===== config.mk =====
export PLATFORM = sky130hd
export DESIGN_NAME = ms_universal_register
export DESIGN_NICKNAME = d
export VERILOG_FILES = /design/src/rtl/ms_universal_register.sv
export SDC_FILE = /design/constraint.sdc
export NUM_CORES = 1
export LEC_CHECK = 0
export CAP_MARGIN = 5
export CORE_MARGIN = 2
export CORE_UTILIZATION = 35
export CTS_CLUSTER_SIZE = 8
export DETAILED_ROUTE_END_ITERATION = 16
export GPL_ROUTABILITY_DRIVEN = 0
export GPL_TIMING_DRIVEN = 0
export PLACE_DENSITY = 0.68
export SKIP_LAST_GASP = 1
export SLEW_MARGIN = 30
export SYNTH_ARGS = -nofsm -noshare
export SYNTH_HDL_FRONTEND = slang
export SYNTH_SLANG_ARGS = --single-unit

===== constraint.sdc =====
create_clock -name clk -period 2.8 [get_ports clk]
set_input_delay 0.28 -clock clk [delete_from_list [all_inputs] [get_ports clk]]
set_output_delay 0.28 -clock clk [all_outputs]
set_load 0.05 [all_outputs]

===== src/rtl/ms_universal_register.sv =====
// WIDTH-bit master-slave register with load, set/reset, toggle, shift and count modes.
// Latency: mid_Q is the combinational next state; Q, carry_out and sr_conflict update one clk edge later.
// Backpressure: none; en=0 holds state, and rst (synchronous, active-high) overrides en and mode.
module ms_universal_register #(
    parameter int              WIDTH     = 8,
    parameter logic [WIDTH-1:0] RESET_VAL = '0,
    parameter int              SR_PRIO   = 0
) (
    input  logic             clk,
    input  logic             rst,
    input  logic             en,
    input  logic [2:0]       mode,
    input  logic [WIDTH-1:0] D,
    input  logic [WIDTH-1:0] S,
    input  logic [WIDTH-1:0] R,
    input  logic             ser_in,
    output logic [WIDTH-1:0] Q,
    output logic [WIDTH-1:0] Qbar,
    output logic [WIDTH-1:0] mid_Q,
    output logic             ser_out,
    output logic             carry_out,
    output logic             sr_conflict
);

    localparam logic [2:0] MODE_HOLD   = 3'd0;
    localparam logic [2:0] MODE_LOAD   = 3'd1;
    localparam logic [2:0] MODE_SETRST = 3'd2;
    localparam logic [2:0] MODE_TOGGLE = 3'd3;
    localparam logic [2:0] MODE_SHL    = 3'd4;
    localparam logic [2:0] MODE_SHR    = 3'd5;
    localparam logic [2:0] MODE_CNT_UP = 3'd6;
    localparam logic [2:0] MODE_CNT_DN = 3'd7;

    localparam logic [WIDTH-1:0] ONE      = {{(WIDTH-1){1'b0}}, 1'b1};
    localparam logic [WIDTH-1:0] ALL_ONES = {WIDTH{1'b1}};

    logic [WIDTH-1:0] q_q, q_d;
    logic             carry_q, carry_d;
    logic             conflict_q, conflict_d;
    logic [WIDTH-1:0] sr_next;
    logic [WIDTH-1:0] mode_next;

    // Per-bit set/reset resolution; a simultaneous S and R is settled by SR_PRIO.
    always_comb begin
        sr_next = q_q;
        for (int i = 0; i < WIDTH; i++) begin
            if (S[i] && !R[i]) begin
                sr_next[i] = 1'b1;
            end else if (R[i] && !S[i]) begin
                sr_next[i] = 1'b0;
            end else if (S[i] && R[i]) begin
                if (SR_PRIO == 1) begin
                    sr_next[i] = 1'b1;
                end else if (SR_PRIO == 2) begin
                    sr_next[i] = 1'b0;
                end else begin
                    sr_next[i] = q_q[i];
                end
            end
        end
    end

    // Master-stage value: next state selected by mode, held when en is low.
    always_comb begin
        mode_next = q_q;
        if (en) begin
            case (mode)
                MODE_HOLD:   mode_next = q_q;
                MODE_LOAD:   mode_next = D;
                MODE_SETRST: mode_next = sr_next;
                MODE_TOGGLE: mode_next = q_q ^ D;
                MODE_SHL:    mode_next = {q_q[WIDTH-2:0], ser_in};
                MODE_SHR:    mode_next = {ser_in, q_q[WIDTH-1:1]};
                MODE_CNT_UP: mode_next = q_q + ONE;
                MODE_CNT_DN: mode_next = q_q - ONE;
                default:     mode_next = q_q;
            endcase
        end
    end

    // Next-state for slave, wrap flag and sticky conflict flag; reset value shows on mid_Q while rst is high.
    always_comb begin
        q_d        = rst ? RESET_VAL : mode_next;
        carry_d    = en && (((mode == MODE_CNT_UP) && (q_q == ALL_ONES)) ||
                            ((mode == MODE_CNT_DN) && (q_q == '0)));
        conflict_d = conflict_q || (en && (mode == MODE_SETRST) && (|(S & R)));
    end

    // Slave stage: capture master value on the rising edge, synchronous reset wins.
    always_ff @(posedge clk) begin
        if (rst) begin
            q_q        <= RESET_VAL;
            carry_q    <= 1'b0;
            conflict_q <= 1'b0;
        end else begin
            q_q        <= q_d;
            carry_q    <= carry_d;
            conflict_q <= conflict_d;
        end
    end

    // Serial output is the bit leaving the register this cycle, only while a shift is enabled.
    always_comb begin
        ser_out = 1'b0;
        if (en && (mode == MODE_SHL)) begin
            ser_out = q_q[WIDTH-1];
        end else if (en && (mode == MODE_SHR)) begin
            ser_out = q_q[0];
        end
    end

    assign Q           = q_q;
    assign Qbar        = ~q_q;
    assign mid_Q       = q_d;
    assign carry_out   = carry_q;
    assign sr_conflict = conflict_q;

endmodule


==> impl_results.md, run 1 <==
- Status: completed
- Worst slew margin: 0.503
- Worst hold path type: flop to flop
- Critical path class: primary input to output port
- Multi-input gate area: 1170 sq um
- F_max: 367 MHz
- Area Growth Syn to Fin: 62.8%
- Routed Antenna Nets: 0
- Nets: 296
- DP HPWL: 3740 microns
- R2R cell count: 8
- Starting Density: 0.369
- Die Wd: 66.6 microns
- Root Buffer Master: clkbuf_8
- Hold path start: sr_conflict$_SDFF_PP0_
- Most frequent cells in the layout: clkdlybuf4s50_1 (45), inv_1 (20), nand2_1 (15), nor2_1 (14), dfxtp_1 (10)
- Reg power frac: 0.196
- Design Power: 0.830 mW
- Worst Path Required: 2.52 ns
- Later-pin clock latency in the skew report: 0.24 ns
- Number of DRC markers in iteration 0: 128
- GR Util met2: 0.371
- Via density: 5.58
- Row cnt: 22
- Clk buf depth: 2
- CTS sink count: 10
- GR peak layer: met2
- Port bufs: 55
- Layout cell share with drive strength beyond 1: 0.209
- Commonest non-fill, non-tap cell in the layout: clkdlybuf4s50_1
- Pwr/cell area: 372 nW/um^2
- GR Util met3: 0.0456
- Hold EP: sr_conflict$_SDFF_PP0_
- 1st-pass router iterations: 4
- Top cell type's share of synthesized area: 0.146
- Core Area: 3720 sq um
- Yosys cell types: 55
- Post-Route Skew: 0.000910 ns
- Clk pwr share: 0.223
- Fill count: 371
- Slowest stage cell, crit path: or4_1
- Setup ws final: 0.0741 ns
- # DRC: 0
- Cells after synthesis: 199
- Cts bufs inserted: 3
- Avg Cell Area, Syn: 6.89 sq um
- Worst path cell trace: clkbuf_2 -> clkbuf_4 -> nand3_4 -> xnor2_2 -> ha_2 -> or4_1 -> mux2i_2 -> o21ai_2 -> a211oi_4 -> buf_6
- CP endpoint kind: output port
- Vias in the first global route: 1631
- Register area: 200 sq um
- Ranking of synthesized cells by area: dfxtp_1 (15%), maj3_1 (5.8%), inv_1 (5.5%), mux2i_1 (4.4%), nor2_1 (4.4%)
- Combinational power share: 0.580
- DIE AREA: 4430 sq um
- Switch Pwr: 0.365 mW
- Ys flop type: dfxtp_1
- RR Startpoint: Q[1]$_SDFF_PP0_
- Final setup violation count: 0
- Met1 Use GR: 0.319
- WL/cell: 16.0 microns
- Yosys reg bits: 10
- Switching power share of the total: 0.440
- Num ports: 58
- First-pass GRT wire length: 7920 microns
- Post-synth ARST share: 0
- Slew @ Worst Pin: 0.745 ns
- Worst r2r dst: Q[4]$_SDFF_PP0_
- Final hold vios: 0
- Die span in y: 66.6 microns
- Synth area leader: dfxtp_1
- Crit start category: primary input
- Peak supply drop: 0.217 mV
- H-tree depth: 1
- CP max FO: 10
- EDFF count, synth: 0
- Initial antenna violation count: 0
- Static Leakage: 0.876 nW
- Ys Warns: 0
- Hold WS: 0.473 ns
- Pin count of the biggest net entering global routing: 11
- Crit path time final: 2.73 ns
- Cell Area, Synth: 1370 sq um
- Register area share after synthesis: 0.146
- DR vias: 1736
- Max cap viols: 0
- GRT Total Usage: 0.230
- CTS tree: done
- Final Cycle Share: 0.974
- Worst hold path stage count: 2
- Internal power: 0.464 mW
- Clock transition at the registers of the reported paths: 0.05 ns
- Final Max Slew Viols: 0
- Worst slack, placed: -1.11 ns
- Routed wire length: 4970 microns
- Grt ovf: 0
- Reg2Reg Setup Slack: 0.72 ns
- # diodes: 0
- Worst Path Arrival: 2.45 ns
- Worst path max stage delay: 0.43 ns
- Syn nets: 231
[what timing repair did]
| action | in CTS | in global routing |
|---|---|---|
| setup endpoints to repair | 9 | 9 |
| cloned | 0 | 1 |
| pin swaps | 2 | 1 |
| endpoints found under the hold margin | 0 | 0 |
| hold buffers | 0 | 0 |
| gates resized for setup | 48 | 18 |
| buffers inserted | 1 | 3 |
[flip-flops by register name, summed over array words and instances, names as in the netlist]
| name | flops |
|---|---|
| Q | 8 |
| carry_out | 1 |
| sr_conflict | 1 |
[cell families after synthesis]
kind of cell	count (synthesis)	synth area share
and+or+nand+nor	69	0.268
AOI/OAI and AO/OA	60	0.313
buffers and inverters	38	0.115
DFF	10	0.146
adders and majority gates	9	0.0675
muxes	7	0.0520
xor gates and xnor gates	6	0.0383
[worst max-delay path by stage]
stage | start | to | slack, ns | depth (start not counted)
floorplan | Q[5]$_SDFF_PP0_ | mid_Q[5] | 0.01 | 6
global placement | mode[0] | mid_Q[4] | -1.10 | 10
detailed placement | mode[0] | mid_Q[4] | -1.11 | 10
CTS | mode[1] | mid_Q[4] | -0.1 | 10
global route | mode[2] | mid_Q[4] | -0.002 | 10
finish | mode[2] | mid_Q[4] | 0.07 | 10
[synthesized netlist by cell type, types with 2 or more instances]
| cell | n |
|---|---|
| buf_2 | 6 |
| buf_1 | 3 |
| a311oi_1 | 4 |
| nor2_1 | 16 |
| nand2b_1 | 2 |
| a221o_1 | 3 |
| xor2_1 | 2 |
| maj3_1 | 8 |
| nand2_1 | 15 |
| or3_1 | 3 |
| inv_1 | 20 |
| clkbuf_1 | 8 |
| dfxtp_1 | 10 |
| nand3_1 | 8 |
| o2bb2ai_1 | 2 |
| nor2b_1 | 6 |
| a211oi_1 | 4 |
| a31oi_1 | 3 |
| nor4_1 | 3 |
| o221ai_1 | 2 |
| a21oi_1 | 10 |
| and3_1 | 2 |
| o22ai_1 | 2 |
| nor3_1 | 4 |
| o211ai_1 | 2 |
| o21ai_0 | 10 |
| o31ai_1 | 2 |
| a22oi_1 | 4 |
| xnor2_1 | 4 |
| mux2i_1 | 6 |
[area by class of cell]
type                       count  area share
tap                           48      0.0269
buffer                        18      0.0443
multi-input combinational    151       0.525
clock buffer                   4      0.0247
timing repair buffer          60       0.256
sequential                    10      0.0897
inverter                      20      0.0336
[per-stage QoR]
step | util | std cells | area (sq um) | setup TNS, ns
after floorplan | - | 199 | 1460 | 0
after global placement | 0.558 | 302 | 2070 | -5.80
after detailed placement | 0.558 | 302 | 2070 | -5.80
after CTS | 0.588 | 307 | 2180 | -0.103
after global routing | 0.601 | 311 | 2230 | -0.00202
final | 0.601 | 311 | 2230 | 0
[metal layers]
metal / routed length [microns] / share of wire
met5: 0 / 0
met2: 2360 / 0.48
met4: 4 / 0.00080
met1: 2240 / 0.45
met3: 365 / 0.073
[critical path: cells and delay by family]
family                   cells  cell delay (ns)
adder cells (fa/ha/maj)      1             0.22
buffers and inverters        3             0.64
XOR/XNOR                     1             0.15
AND/OR/NAND/NOR              2             0.54
multiplexers                 1             0.25
AO/OA/AOI/OAI                2             0.37
[power by group through the flow]
stage | clock network [mW] | logic (mW) | registers [mW]
after floorplan | 0 | 0.272 | 0.201
after global placement | 0 | 0.458 | 0.166
after detailed placement | 0 | 0.459 | 0.166
after CTS | 0.189 | 0.470 | 0.163
after global routing | 0.194 | 0.513 | 0.164
final | 0.185 | 0.482 | 0.163
Power figures use the tool's default switching activity.
==> inputs of run 2 (changes only) <==
--- a/config.mk
+++ b/config.mk
@@ -8,6 +8,7 @@
 export CAP_MARGIN = 5
 export CORE_MARGIN = 2
 export CORE_UTILIZATION = 35
+export CTS_BUF_LIST = sky130_fd_sc_hd__clkbuf_4
 export CTS_CLUSTER_SIZE = 8
 export DETAILED_ROUTE_END_ITERATION = 16
 export GPL_ROUTABILITY_DRIVEN = 0
==> impl_results.md, run 2 (same netlist as run 1, synthesis figures left out) <==
- Status: completed
- Starting Density: 0.369 (unchanged)
- Via density: 5.63 (+0.81%)
- Peak supply drop: 0.193 mV (-11%)
- DP HPWL: 3740 microns (unchanged)
- DIE AREA: 4430 sq um (unchanged)
- Grt ovf: 0 (unchanged)
- Combinational power share: 0.640 (+0.060)
- WL/cell: 16.2 microns (+1.4%)
- Final hold vios: 0 (unchanged)
- Reg2Reg Setup Slack: 0.74 ns (+0.02 ns)
- Slowest stage cell, crit path: or4_1
- Area Growth Syn to Fin: 60.2%
- CTS sink count: 10 (unchanged)
- GRT Total Usage: 0.229 (-0.00141)
- Max cap viols: 0 (unchanged)
- Cts bufs inserted: 3 (unchanged)
- CP max FO: 10 (unchanged)
- Pin count of the biggest net entering global routing: 11 (unchanged)
- Crit start category: primary input
- Final Cycle Share: 0.982 (+0.00813)
- Worst path max stage delay: 0.42 ns (about the same)
- Port bufs: 55 (unchanged)
- Die span in y: 66.6 microns (unchanged)
- 1st-pass router iterations: 4 (unchanged)
- Nets: 296 (unchanged)
- Reg power frac: 0.216 (+0.020)
- RSZ-0062 raised after global routing: yes
- Final setup violation count: 0 (unchanged)
- Later-pin clock latency in the skew report: 0.27 ns (+0.03 ns)
- Clock transition at the registers of the reported paths: 0.07 ns (+0.02 ns)
- RR Startpoint: Q[1]$_SDFF_PP0_
- Worst r2r dst: Q[4]$_SDFF_PP0_
- Routed wire length: 5050 microns (+1.4%)
- Core Area: 3720 sq um (unchanged)
- Worst hold path type: flop to flop
- Commonest non-fill, non-tap cell in the layout: clkdlybuf4s50_1
- Clk pwr share: 0.144 (-0.079)
- Switching power share of the total: 0.480 (+0.0400)
- H-tree depth: 1 (unchanged)
- Multi-input gate area: 1170 sq um (unchanged)
- Crit path capture: mid_Q[4]
- Hold WS: 0.477 ns (+0.00476 ns)
- F_max: 364 MHz (-0.83%)
- Register area: 200 sq um (unchanged)
- Initial antenna violation count: 0 (unchanged)
- Design Power: 0.752 mW (-9.3%)
- Switch Pwr: 0.361 mW (-1.1%)
- Number of DRC markers in iteration 0: 155 (+21%)
- Post-Route Skew: 0.00393 ns (+0.00302 ns)
- Slew @ Worst Pin: 0.771 ns (+0.0257 ns)
- Setup tns final: 0 ns (unchanged)
- Internal power: 0.391 mW (-16%)
- Hold-fix buffers, CTS: 0 (unchanged)
- Vias in the first global route: 1612 (-1.2%)
- Post-Layout Inst Area: 2200 sq um (-1.6%)
- Critical path class: primary input to output port
- CTS tree: done
- R2R cell count: 8 (unchanged)
- # diodes: 0 (unchanged)
- Worst Setup SP: mode[2]
- Worst Path Arrival: 2.47 ns (+0.02 ns)
- Layout cell share with drive strength beyond 1: 0.209 (unchanged)
- Worst slew margin: 0.486 (-0.0171)
- Worst path cell trace: clkbuf_2 -> buf_2 -> nand3_4 -> xnor2_2 -> ha_2 -> or4_1 -> mux2i_2 -> o21ai_2 -> a211oi_4 -> buf_6
- DR vias: 1750 (+0.81%)
- CP endpoint kind: output port
- Num ports: 58 (unchanged)
- Final Max Slew Viols: 0 (unchanged)
- Placed inst area: 2070 sq um (unchanged)
- Routed Antenna Nets: 0 (unchanged)
- Crit path time final: 2.75 ns (+0.0228 ns)
- First-pass GRT wire length: 7880 microns (-0.53%)
- Die Wd: 66.6 microns (unchanged)
- Root Buffer Master: clkbuf_4
- Max FFs per register: 8 (unchanged)
- Clk buf depth: 2 (unchanged)
- Most frequent cells in the layout: clkdlybuf4s50_1 (45), inv_1 (20), nand2_1 (15), nor2_1 (14), dfxtp_1 (10)
- Static Leakage: 0.858 nW (-2.0%)
- # DRC: 0 (unchanged)
- Row cnt: 22 (unchanged)
- Pwr/cell area: 342 nW/um^2 (-7.9%)
- Worst Path Required: 2.52 ns (about the same)
- Fill count: 376 (+1.3%)
-- run 2: cell type report --
class,count,share of cell area
timing repair buffer,60,0.259
tap,48,0.0273
sequential,10,0.0911
clock buffer,3,0.0103
multi-input combinational,151,0.533
inverter,20,0.0342
clock inverter,1,0.00171
buffer,18,0.0438
-- run 2: power by group through the flow --
| stage | clock, mW | sequential (mW) | combinational (mW) |
|---|---|---|---|
| CTS | 0.111 | 0.163 | 0.471 |
| global route | 0.115 | 0.164 | 0.512 |
| global placement | 0 | 0.166 | 0.458 |
| floorplan | 0 | 0.201 | 0.272 |
| detailed placement | 0 | 0.166 | 0.459 |
| finish | 0.108 | 0.163 | 0.482 |
-- run 2: worst min path at each step --
stage               cells past startpoint                     end  slack [ns]                   start
CTS                                     2  sr_conflict$_SDFF_PP0_        0.49  sr_conflict$_SDFF_PP0_
global placement                        2  sr_conflict$_SDFF_PP0_        0.46  sr_conflict$_SDFF_PP0_
floorplan                               4  sr_conflict$_SDFF_PP0_        0.56                    S[7]
detailed placement                      2  sr_conflict$_SDFF_PP0_        0.47  sr_conflict$_SDFF_PP0_
global route                            2  sr_conflict$_SDFF_PP0_        0.51  sr_conflict$_SDFF_PP0_
finish                                  2  sr_conflict$_SDFF_PP0_        0.48  sr_conflict$_SDFF_PP0_
-- run 2: per-layer routing --
layer | wire length (microns) | track usage | share of wire
met1 | 2260 | 0.324 | 0.45
met3 | 384 | 0.0355 | 0.076
met2 | 2390 | 0.369 | 0.47
met5 | 0 | 0 | 0
met4 | 10 | 0.0383 | 0.0020
-- run 2: per-stage QoR --
step,setup slack (ns),std cells,util
global placement,-1.10,302,0.558
floorplan,0.0101,199,-
detailed placement,-1.11,302,0.558
finish,0.0513,311,0.591
CTS,-0.0887,307,0.581
global route,-0.0408,311,0.591
-- run 2: repair_timing --
item | CTS | global route
pin swaps | 2 | 2
resized for setup | 51 | 17
setup endpoints to repair | 9 | 9
buffers inserted | 1 | 3
cloned | 0 | 1
-- run 2: critical path, delay by kind of cell --
family,cells,cell delay [ns]
buffers and inverters,3,0.65
multiplexers,1,0.24
adder cells (fa/ha/maj),1,0.22
AND/OR/NAND/NOR,2,0.55
AO/OA/AOI/OAI,2,0.37
XOR/XNOR,1,0.15
==> inputs of run 3 (changes only) <==
--- a/config.mk
+++ b/config.mk
@@ -7,13 +7,14 @@
 export LEC_CHECK = 0
 export CAP_MARGIN = 5
 export CORE_MARGIN = 2
-export CORE_UTILIZATION = 35
+export CORE_UTILIZATION = 40
 export CTS_BUF_LIST = sky130_fd_sc_hd__clkbuf_4
 export CTS_CLUSTER_SIZE = 8
 export DETAILED_ROUTE_END_ITERATION = 16
 export GPL_ROUTABILITY_DRIVEN = 0
 export GPL_TIMING_DRIVEN = 0
-export PLACE_DENSITY = 0.68
+export MAX_ROUTING_LAYER = met4
+export PLACE_DENSITY = 0.76
 export SKIP_LAST_GASP = 1
 export SLEW_MARGIN = 30
 export SYNTH_ARGS = -nofsm -noshare
==> impl_results.md, run 3 (same netlist as run 1, synthesis figures left out) <==
- Status: completed
- Buf/Inv on CP: 3 (unchanged)
- Clock transition at the registers of the reported paths: 0.08 ns (about the same)
- Worst Path Arrival: 2.47 ns (about the same)
- Worst Path Required: 2.52 ns (about the same)
- Final setup violation count: 0 (unchanged)
- Setup tns final: 0 ns (unchanged)
- CTS sink count: 10 (unchanged)
- # DRC: 0 (unchanged)
- F_max: 363 MHz (-0.18%)
- Nets: 295 (-0.34%)
- Via density: 5.85 (+3.9%)
- Commonest non-fill, non-tap cell in the layout: clkdlybuf4s50_1
- Num ports: 58 (unchanged)
- Crit path max-delay family: buffers and inverters
- Vias in the first global route: 1673 (+3.8%)
- Reg2Reg Setup Slack: 0.77 ns (+0.03 ns)
- Die span in y: 62.6 microns (-6.1%)
- Grt ovf: 0 (unchanged)
- WL/cell: 16.2 microns (-0.19%)
- First-pass GRT wire length: 8070 microns (+2.4%)
- Critical path class: primary input to output port
- Later-pin clock latency in the skew report: 0.27 ns (about the same)
- Pin count of the biggest net entering global routing: 11 (unchanged)
- Peak supply drop: 0.128 mV (-33%)
- Slew @ Worst Pin: 0.740 ns (-0.0304 ns)
- Final Max Slew Viols: 0 (unchanged)
- Crit start category: primary input
- Port bufs: 55 (unchanged)
- # diodes: 0 (unchanged)
- Starting Density: 0.414 (+0.0452)
- Final hold vios: 0 (unchanged)
- H-tree depth: 1 (unchanged)
- 1st-pass router iterations: 9 (+5)
- CP most frequent cell: mux2i_1
- Die Wd: 62.6 microns (-6.1%)
- Post-Route Skew: 0.000952 ns (-0.00297 ns)
- Most frequent cells in the layout: clkdlybuf4s50_1 (45), inv_1 (20), nand2_1 (15), nor2_1 (15), dfxtp_1 (10)
- Cts bufs inserted: 3 (unchanged)
- Area Growth Syn to Fin: 60.5%
- Root Buffer Master: clkbuf_4
- Core Area: 3310 sq um (-11%)
- Max FFs per register: 8 (unchanged)
- Post-layout util: 0.665 (+0.0735)
- Final Cycle Share: 0.983 (+0.00178)
- Max cap viols: 0 (unchanged)
- Slowest stage cell, crit path: dlygate4sd2_1
- Pwr/cell area: 344 nW/um^2 (+0.56%)
- Initial antenna violation count: 0 (unchanged)
- CP endpoint kind: output port
- Worst path cell trace: dlygate4sd2_1 -> buf_6 -> nand3_4 -> xnor2_1 -> ha_2 -> nor2_1 -> mux2i_1 -> mux2i_1 -> nand3_1 -> a21oi_2 -> buf_4
- Routed Antenna Nets: 0 (unchanged)
- DIE AREA: 3910 sq um (-12%)
- GRT Total Usage: 0.262 (+0.0335)
- DR vias: 1801 (+2.9%)
- DP HPWL: 3610 microns (-3.6%)
- Worst slew margin: 0.507 (+0.0203)
- Worst path max stage delay: 0.34 ns (-0.08 ns)
- Row cnt: 21 (-4.5%)
- Routed wire length: 4990 microns (-1.1%)
- Crit path time final: 2.75 ns (+0.00500 ns)
- Layout cell share with drive strength beyond 1: 0.195 (-0.0145)
- CP max FO: 10 (unchanged)
- Static Leakage: 0.853 nW (-0.68%)
- Clk buf depth: 2 (unchanged)
- Number of DRC markers in iteration 0: 217 (+40%)
- Worst hold path type: flop to flop
- CTS tree: done
-- run 3: cell count changes in the layout (fill, tap and decap cells not counted), sizes merged --
cell	before	now
dlygate4sd2	0	1
clkbuf	13	12
buf	20	19
-- run 3: worst min-delay path, stage by stage (launching register included) --
cell and delay (ns):
dfxtp_1 0.35, a31oi_1 0.05, nor2_1 0.08
-- run 3: power by group --
group / total [mW] / switching (mW) / internal (mW)
combinational: 0.483 / 0.295 / 0.188
sequential: 0.163 / 0.0102 / 0.153
clock: 0.112 / 0.0604 / 0.0516
total: 0.758 / 0.365 / 0.393
-- run 3: layer usage --
metal  part of all wire  track usage  vias to the layer above  wire length [microns]
met5                  0            -                        -                      0
met4              0.020        0.103                        0                     99
met3              0.094       0.0523                       14                    467
met2               0.47        0.415                      108                   2350
met1               0.41        0.329                      815                   2070
li1                   -            -                      864                      -
-- run 3: layout make-up --
cell class | count | area [sq um]
inverter | 20 | 75.1
buffer | 18 | 103
fill | 321 | 1110
clock inverter | 1 | 3.75
sequential | 10 | 200
timing repair buffer | 59 | 569
tap | 46 | 57.6
clock buffer | 3 | 22.5
multi-input combinational | 151 | 1170
-- run 3: through the flow --
stage          total power [mW]  hold slack [ns]  instance area (sq um)  worst slack (ns)  cells
3_5_place_dp              0.625            0.478                   2070             -1.11    300
4_1_cts                   0.741            0.496                   2130           -0.0896    304
6_report                  0.758            0.505                   2200            0.0463    308
3_3_place_gp              0.621            0.467                   2070             -1.11    300
5_1_grt                   0.799            0.539                   2200           -0.0536    308
2_1_floorplan             0.474            0.560                   1460            0.0101    199
-- run 3: timing repair --
item                                    in CTS  in global routing
buffers inserted                             0                  4
pin swaps                                    0                  4
hold buffers                                 0                  0
gates resized for setup                     48                 23
endpoints found under the setup margin       9                  8
-- run 3: worst paths after layout --
kind	startpoint	to	cells past startpoint
setup / recovery	mode[0]	mid_Q[2]	11
hold / removal	sr_conflict$_SDFF_PP0_	sr_conflict$_SDFF_PP0_	2
setup reg to reg	Q[1]$_SDFF_PP0_	Q[4]$_SDFF_PP0_	8
hold reg to reg	sr_conflict$_SDFF_PP0_	sr_conflict$_SDFF_PP0_	2
